--- src/rtl/ifetch_unit.sv ---
// ifetch_unit: sequential fetch PC generator with in-order response pairing, instruction FIFO and redirect flush
module ifetch_unit #(
    parameter logic [31:0] RESET_PC        = 32'h0000_0000,
    parameter int          MAX_OUTSTANDING = 2,
    parameter int          FIFO_DEPTH      = 4
) (
    input  logic        clk,
    input  logic        rst_n,
    output logic        imem_req_valid,
    output logic [31:0] imem_req_addr,
    input  logic        imem_req_ready,
    input  logic        imem_resp_valid,
    input  logic [31:0] imem_resp_data,
    output logic        imem_resp_ready,
    input  logic        redirect_valid,
    input  logic [31:0] redirect_pc,
    output logic        inst_valid,
    output logic [31:0] inst_pc,
    output logic [31:0] inst_data,
    input  logic        inst_ready
);
    localparam int CW = $clog2(2 * FIFO_DEPTH + 1);
    localparam int TW = MAX_OUTSTANDING > 1 ? $clog2(MAX_OUTSTANDING) : 1;
    localparam int FW = FIFO_DEPTH > 1 ? $clog2(FIFO_DEPTH) : 1;

    logic [31:0]   fetch_pc, fpc_nx;
    logic [CW-1:0] outstanding, drop_cnt, count, out_nx, drop_nx, cnt_nx;
    logic          stale, stale_nx, req_hs, resp_hs, pending, push, pop, issue;
    logic [31:0]   tag_q [MAX_OUTSTANDING];
    logic [63:0]   fifo_q [FIFO_DEPTH];
    logic [TW-1:0] tag_wp, tag_rp;
    logic [FW-1:0] wp, rp;

    assign inst_valid = count != '0;
    assign {inst_pc, inst_data} = inst_valid ? fifo_q[rp] : '0;

    // stale marks a request that was pending at a redirect; its response must be dropped once accepted
    always_comb begin
        req_hs   = imem_req_valid && imem_req_ready;
        resp_hs  = imem_resp_valid && imem_resp_ready && outstanding != '0;
        pending  = imem_req_valid && !imem_req_ready;
        push     = resp_hs && drop_cnt == '0 && !redirect_valid;
        pop      = inst_valid && inst_ready && !redirect_valid;
        out_nx   = outstanding + CW'(req_hs) - CW'(resp_hs);
        drop_nx  = redirect_valid ? out_nx : drop_cnt - CW'(resp_hs && drop_cnt != '0) + CW'(req_hs && stale);
        stale_nx = redirect_valid ? pending : stale && !req_hs;
        cnt_nx   = redirect_valid ? '0 : count + CW'(push) - CW'(pop);
        fpc_nx   = redirect_valid ? redirect_pc & 32'hFFFF_FFFC : (req_hs && !stale) ? fetch_pc + 32'd4 : fetch_pc;
        issue    = !pending && !redirect_valid && out_nx < CW'(MAX_OUTSTANDING)
                   && (out_nx - drop_nx) + cnt_nx < CW'(FIFO_DEPTH);
    end

    always_ff @(posedge clk or negedge rst_n) begin
        if (!rst_n) begin
            imem_req_valid  <= 1'b0;
            imem_req_addr   <= RESET_PC;
            imem_resp_ready <= 1'b0;
            fetch_pc        <= RESET_PC;
            outstanding     <= '0;
            drop_cnt        <= '0;
            count           <= '0;
            stale           <= 1'b0;
            tag_wp          <= '0;
            tag_rp          <= '0;
            wp              <= '0;
            rp              <= '0;
        end else begin
            imem_req_valid  <= issue || pending;
            imem_req_addr   <= issue ? fpc_nx : imem_req_addr;
            imem_resp_ready <= 1'b1;
            fetch_pc        <= fpc_nx;
            outstanding     <= out_nx;
            drop_cnt        <= drop_nx;
            count           <= cnt_nx;
            stale           <= stale_nx;
            if (req_hs) tag_wp <= tag_wp == TW'(MAX_OUTSTANDING - 1) ? '0 : tag_wp + 1'b1;
            if (resp_hs) tag_rp <= tag_rp == TW'(MAX_OUTSTANDING - 1) ? '0 : tag_rp + 1'b1;
            if (redirect_valid) begin
                wp <= '0;
                rp <= '0;
            end else begin
                if (push) wp <= wp == FW'(FIFO_DEPTH - 1) ? '0 : wp + 1'b1;
                if (pop) rp <= rp == FW'(FIFO_DEPTH - 1) ? '0 : rp + 1'b1;
            end
        end
    end

    always_ff @(posedge clk) begin
        if (req_hs) tag_q[tag_wp] <= imem_req_addr;
        if (push) fifo_q[wp] <= {tag_q[tag_rp], imem_resp_data};
    end

    assert property (@(posedge clk) disable iff (!rst_n) !(imem_resp_valid && imem_resp_ready && outstanding == '0));
    assert property (@(posedge clk) disable iff (!rst_n) !(push && !pop && count == CW'(FIFO_DEPTH)));
endmodule
--- config.mk ---
export PLATFORM = sky130hd
export DESIGN_NAME = ifetch_unit
export DESIGN_NICKNAME = d
export VERILOG_FILES = /design/src/rtl/ifetch_unit.sv
export SDC_FILE = /design/constraint.sdc
export NUM_CORES = 1
export LEC_CHECK = 0
export CELL_PAD_IN_SITES_DETAIL_PLACEMENT = 1
export CELL_PAD_IN_SITES_GLOBAL_PLACEMENT = 1
export CORE_MARGIN = 2
export CORE_UTILIZATION = 24
export DETAILED_ROUTE_END_ITERATION = 10
export DONT_BUFFER_PORTS = 1
export GPL_ROUTABILITY_DRIVEN = 0
export PLACE_DENSITY = 0.43
export SLEW_MARGIN = 20
export SYNTH_ARGS = -nofsm -noshare
export SYNTH_HDL_FRONTEND = slang
export SYNTH_SLANG_ARGS = --single-unit
--- constraint.sdc ---
create_clock -name clk -period 7.1 [get_ports clk]
set_input_delay 1.42 -clock clk [delete_from_list [all_inputs] [get_ports clk]]
set_output_delay 1.42 -clock clk [all_outputs]
set_load 0.02 [all_outputs]
Word level (Yosys, flattened, before mapping). Memories as Yosys holds them, arrays and structs flattened. Cells that the tools add are included. Widths: inputs -> output; s select.

Input bits: 70. Bits in registers: 85. RAM bits: 320. Output and inout port bits: 99. Logic and storage cells: 76. Memories kept: 2.

Reductions and logical operators: 27. Muxes and demuxes: 18. Add/sub/neg operators: 13. Order comparisons: 2. Equality and inequality tests: 2.

Memories: fifo_q (depth 4, bits a word 64, rd ports 1, clocked after memory_dff 0, wr ports 1, line 30) `logic [63:0] fifo_q [FIFO_DEPTH];`; tag_q (depth 2, bits a word 32, rd ports 1, clocked after memory_dff 0, wr ports 1, line 29) `logic [31:0] tag_q [MAX_OUTSTANDING];`.

Operator list (number): $mux 32 (2); $mux 64 (1); $add 32x3->32 const B (1); $logic_and 1x1->1 (15); $add 4x1->4 (3); $mux 2 (6); $reduce_bool 4->1 (3); $sub 4x1->4 (3); $mux 4 (2); $mux 1 (7); $logic_not 1->1 (5); $add 2x1->2 const B (2); $add 4x4->4 (1); $eq 2x2->1 const B (2); $logic_not 4->1 (1); $lt 4x2->1 const B (1); $lt 4x3->1 const B (1); $reduce_bool 2->1 (2); $sub 4x4->4 (1); $add 1x1->1 const B (2); $logic_or 1x1->1 (1).

Depth between registers and ports, before layout.
Depth in word-level cells: 11. Gate-level depth with buffers: 25. Gate-level depth less buffers: 23.

Worst setup path before layout. No wires, ideal clock.

Path kind: input port to flip-flop. Start: in redirect_valid. End: reg imem_req_addr[10]. Setup slack: 1.245 ns. Arrival: 5.730 ns. Setup time: 0.125 ns. Stages: 20. Cells stage by stage: clkbuf_1 clkbuf_1 buf_1 nor2_1 ha_1 inv_1 ha_1 fa_1 xor2_1 nand2_1 fa_1 inv_1 ha_1 and4b_4 nor3_4 xor2_2 xnor3_1 nand2b_4 buf_12 mux2_4.

Word-level cells in the longest chain between the ends: 8. Elaborated cells between the ends (all ways): 14.

RTL lines: start, declared (line 15) `input logic redirect_valid,`; $logic_not 1->1 (line 42, 43, 49); $logic_and 1x1->1 (line 42) `push = resp_hs && drop_cnt == '0 && !redirect_valid;`; $add 4x1->4 (line 47) `cnt_nx = redirect_valid ? '0 : count + CW'(push) - CW'(pop);`; $sub 4x1->4 (line 47); $mux 4 (line 47); $add 4x4->4 (line 50) `&& (out_nx - drop_nx) + cnt_nx < CW'(FIFO_DEPTH);`; $lt 4x3->1 (line 50); $logic_and 1x1->1 (line 50); end signal, assigned (line 69) `imem_req_addr <= issue ? fpc_nx : imem_req_addr;`; end, declared (line 10) `output logic [31:0] imem_req_addr,`.

Several ways; a longest one is shown, not always the timed one. A chain may end at the register's enable or synchronous reset.

Worst setup path in the final report.
Start: reg outstanding[2]. End: reg imem_req_addr[20].

Word-level cells in the longest chain between the ends: 10. Elaborated cells between the ends (all ways): 19.

RTL lines: start, declared (line 27) `logic [CW-1:0] outstanding, drop_cnt, count, out_nx, drop_nx, cnt_nx;`; start signal, assigned (line 72) `outstanding <= out_nx;`; $reduce_bool 4->1 (*) (line 40) `resp_hs = imem_resp_valid && imem_resp_ready && outstanding != '0;`; $logic_and 1x1->1 (*) (line 40); named net resp_hs (line 28) `logic stale, stale_nx, req_hs, resp_hs, pending, push, pop, issue;`; $logic_and 1x1->1, on equally long branches (line 45, 42); $sub 4x1->4 / $logic_and 1x1->1 (equally long branches) (line 45, 42); $add 4x1->4, on equally long branches (line 45, 47); $mux 4 / $sub 4x1->4 (equally long branches) (line 45, 47); $sub 4x4->4 / $mux 4 (equally long branches) (line 50, 47); $add 4x4->4 (line 50); $lt 4x3->1 (line 50); $logic_and 1x1->1 (*) (line 50).

The timed path passes the listed nets; every way through them passes the cells marked *.

==> impl_metrics.json <==
{
  "cp-end-kind": "flop",
  "whs_path_depth": 1,
  "r2r.worst_path.cells": 23,
  "tritoncts": "built",
  "wl_per_cell_um": 21.0,
  "synth-simple-area-share": 0.0688,
  "post_cts_hold_buffer_count": 0,
  "status": "complete, no violations",
  "crit_path_cell_trace": "inv_1, ha_1, inv_1, o311ai_0, inv_1, and3_1, and2_1, inv_1, ha_1, inv_1, ha_1, fa_1, xor2_1, nand2_1, fa_1, inv_1, ha_1, and4b_4, nor3_4, xor2_2, xnor3_1, nand2b_4, mux2_4",
  "cellLeakagePower_nw": 6.58,
  "floorplan.die_area_um2": 71300,
  "rsz0062_at_grt": "false",
  "route.detailed.vias_per_inst": 4.14,
  "post_route_skew_ns": 0.0195,
  "critical-path-max-stage-delay_ns": 0.50,
  "placement.io_buffers": 0,
  "clkTransAtPathRegs_ns": 0.06,
  "max_clock_freq_mhz": 181,
  "finalMaxSlewViolations": 0,
  "cts.repair_timing.setup_buffer_count": 0,
  "setup-violations-final": 0,
  "postSynthAreaPerCell_um2": 17.7,
  "period_minus_slack_ns": 5.54,
  "worstPathMaxFanout": 31,
  "number_of_global_route_vias_before_repair": 9058,
  "hold_viol": 0,
  "worst_path_max_delay_cell": "fa_1",
  "most_frequently_used_flop_master_after_synthesis": "edfxtp_1",
  "power_density_nw_per_um2": 391,
  "final_core_util": 0.281,
  "synth_edf_count": 320,
  "die_w_um": 267,
  "clock_latency_on_the_worst_skew_pair_ns": 0.60,
  "post_synth_instance_area_um2": 16600,
  "levels_on_crit_path": 23,
  "remaining_drc_errors": 0,
  "worstSetupPathType": "flop to flop",
  "synth.lib_cells_used.distinct": 54,
  "layout_nets": 1060,
  "worst_ir_drop_vdd_mv": 0.200,
  "dp_hpwl_um": 25000,
  "yosys_warnings": 0,
  "grt_start_max_net_pins": 86,
  "initial_drt_pass_iterations": 4,
  "ant_nets": 0,
  "routed_wirelength_um": 40700,
  "cts.path.max_buffers": 3,
  "yosys-mux-area-fraction": 0.140,
  "fill_cells": 7106,
  "boundaryPins": 169,
  "worst_pin_slew_ns": 0.980,
  "yosysSeqAreaShare": 0.707,
  "arrival_ns": 6.01,
  "initial_standard_cell_utilization_of_the_core": 0.242,
  "grt_use_total": 0.116,
  "final_min_period_over_clock_period": 0.780,
  "yosys.area_share.adder": 0.0241,
  "grt_pass1_wl_um": 60600,
  "final.setup.tns_ns": 0,
  "area_growth_syn_to_layout_pct": 16.0,
  "cp.buffers_inverters": 6,
  "die_height_um": 267,
  "xor_xnor_cell_area_share_of_the_yosys_netlist": 0.0208,
  "number_of_nets_in_the_synthesized_netlist": 1035,
  "cp_data_required_time_ns": 7.57,
  "async_set_reset_flop_share_out_of_synthesis": 0.210,
  "maximum_capacitance_violations": 0,
  "crit_path_frequent_cell": "inv_1",
  "synth.ff_latch_count": 405,
  "layout-drive-gt1-share": 0.234,
  "initial_antenna_violation_count": 2,
  "row_count": 96,
  "cts_made_buffers": 49,
  "drt_iter0_drc": 335,
  "slew_headroom": 0.342,
  "postSynthCellCount": 936,
  "largest_family_of_logic_cells_by_synthesized_area": "multiplexers",
  "standard_cell_core_area_um2": 68600,
  "hold_path.class": "flop to flop",
  "detailroute.via_count": 8005,
  "critical-path-top-delay-family": "adder cells",
  "ctsRootBufferMaster": "clkbuf_16",
  "grt_overflow": 0,
  "worst_setup_path_start_kind": "flop",
  "postCtsResizedCells": 0,
  "ctsHtreeMaxLevel": 2,
  "clock_sink_count": 405,
  "synth_compound_gate_area_share": 0.0180
}
-- state kept, by name, summed over array words and instances, names as in the netlist, 4 cells and up --
name           count
outstanding        4
fetch_pc          32
drop_cnt           4
tag_q             64
count              4
fifo_q           256
imem_req_addr     32
-- cells in the final DEF (no fill, tap or decap), drive strengths merged, types with 3 or more instances in the layout --
master	synthesis	layout
buf	14	15
a21oi	7	7
nor3	7	7
edfxtp	320	320
mux2	65	65
fa	5	5
nor2	21	21
nor4	4	4
clkbuf	27	64
xnor2	11	11
dfrtp	85	85
nand3	10	10
a211oi	3	3
inv	36	38
o21ai	32	32
ha	24	24
mux2i	5	5
xor2	25	25
and3	12	12
mux4	64	64
and2	68	68
nand2	48	48
clkinv	0	20
nand4	21	21
bufinv	0	4
-- cells in the mapped netlist (all sizes together) (2+ instances only) --
library cell  number  area (µm²)
mux2              65         841
nand4             21         131
nor4               4        46.3
xnor2             11        96.3
edfxtp           320        9610
buf               14         111
a22o               2        17.5
a21oi              7        35.0
nand3             10        50.1
mux2i              5        50.1
nor2              21        78.8
clkbuf            27         101
and3              12        80.1
fa                 5         100
ha                24         300
mux4              64        1440
and2              68         428
o211ai             2        15.0
nand2             48         180
dfrtp             85        2130
inv               36         135
xor2              25         226
a211oi             3        27.5
o21ai             32         160
nor3               7        51.3
nor2b              2        12.5
nand2b             2        20.0
-- stage by stage --
| step | power [W] | cells | area (µm²) | hold slack (ns) | setup slack (ns) |
|---|---|---|---|---|---|
| 6_report | 0.00754 | 1935 | 19300 | 0.505 | 1.56 |
| 5_1_grt | 0.00799 | 1933 | 19300 | 0.487 | 1.10 |
| 2_1_floorplan | 0.00471 | 936 | 16600 | 0.460 | 1.24 |
| 3_3_place_gp | 0.00522 | 1841 | 17700 | 0.494 | 0.861 |
| 3_5_place_dp | 0.00524 | 1841 | 17700 | 0.495 | 0.892 |
| 4_1_cts | 0.00774 | 1933 | 19300 | 0.474 | 1.45 |
-- power by group --
| group | leakage (nW) | total (W) | internal [W] | switching (W) |
|---|---|---|---|---|
| sequential | 3.95 | 0.00309 | 0.00279 | 0.000307 |
| combinational | 1.88 | 0.00201 | 0.000878 | 0.00113 |
| clock | 0.757 | 0.00244 | 0.00143 | 0.00101 |
| total | 6.58 | 0.00754 | 0.00510 | 0.00244 |
-- routing by layer --
| layer | track usage | routed length, µm |
|---|---|---|
| met1 | 0.144 | 17600 |
| met2 | 0.191 | 19400 |
| met3 | 0.0374 | 2660 |
| met4 | 0.0355 | 939 |
| met5 | 0 | 11 |
-- logic make-up after synthesis --
family	after synthesis
simple gates	202
fa+ha+maj	29
compound gates	51
flops	405
buf+inv	77
other cells	1
xor+xnor	37
mux	134
-- cell type report --
type / count / area, µm² / area share
clock buffers: 64 / 1290 / 0.0671
flip-flops and latches: 405 / 11700 / 0.610
well taps: 931 / 1160 / 0.0605
clock inverters: 28 / 264 / 0.0137
diodes: 2 / 5.00 / 0.000260
inverters: 36 / 135 / 0.00701
multi-input cells: 454 / 4550 / 0.236
repair buffers: 15 / 113 / 0.00584
-- final timing paths --
path,startpoint,endpoint,slack [ns]
worst min-delay path,tag_rp,tag_rp,0.50
worst min register to register,tag_rp,tag_rp,0.50
worst max-delay path,outstanding[2],imem_req_addr[20],1.56
worst max register to register,outstanding[2],imem_req_addr[20],1.56
min in group asynchronous,rst_n,fetch_pc[8],0.53
max in group asynchronous,rst_n,rp[1],6.39
Power figures use the tool's default switching activity.
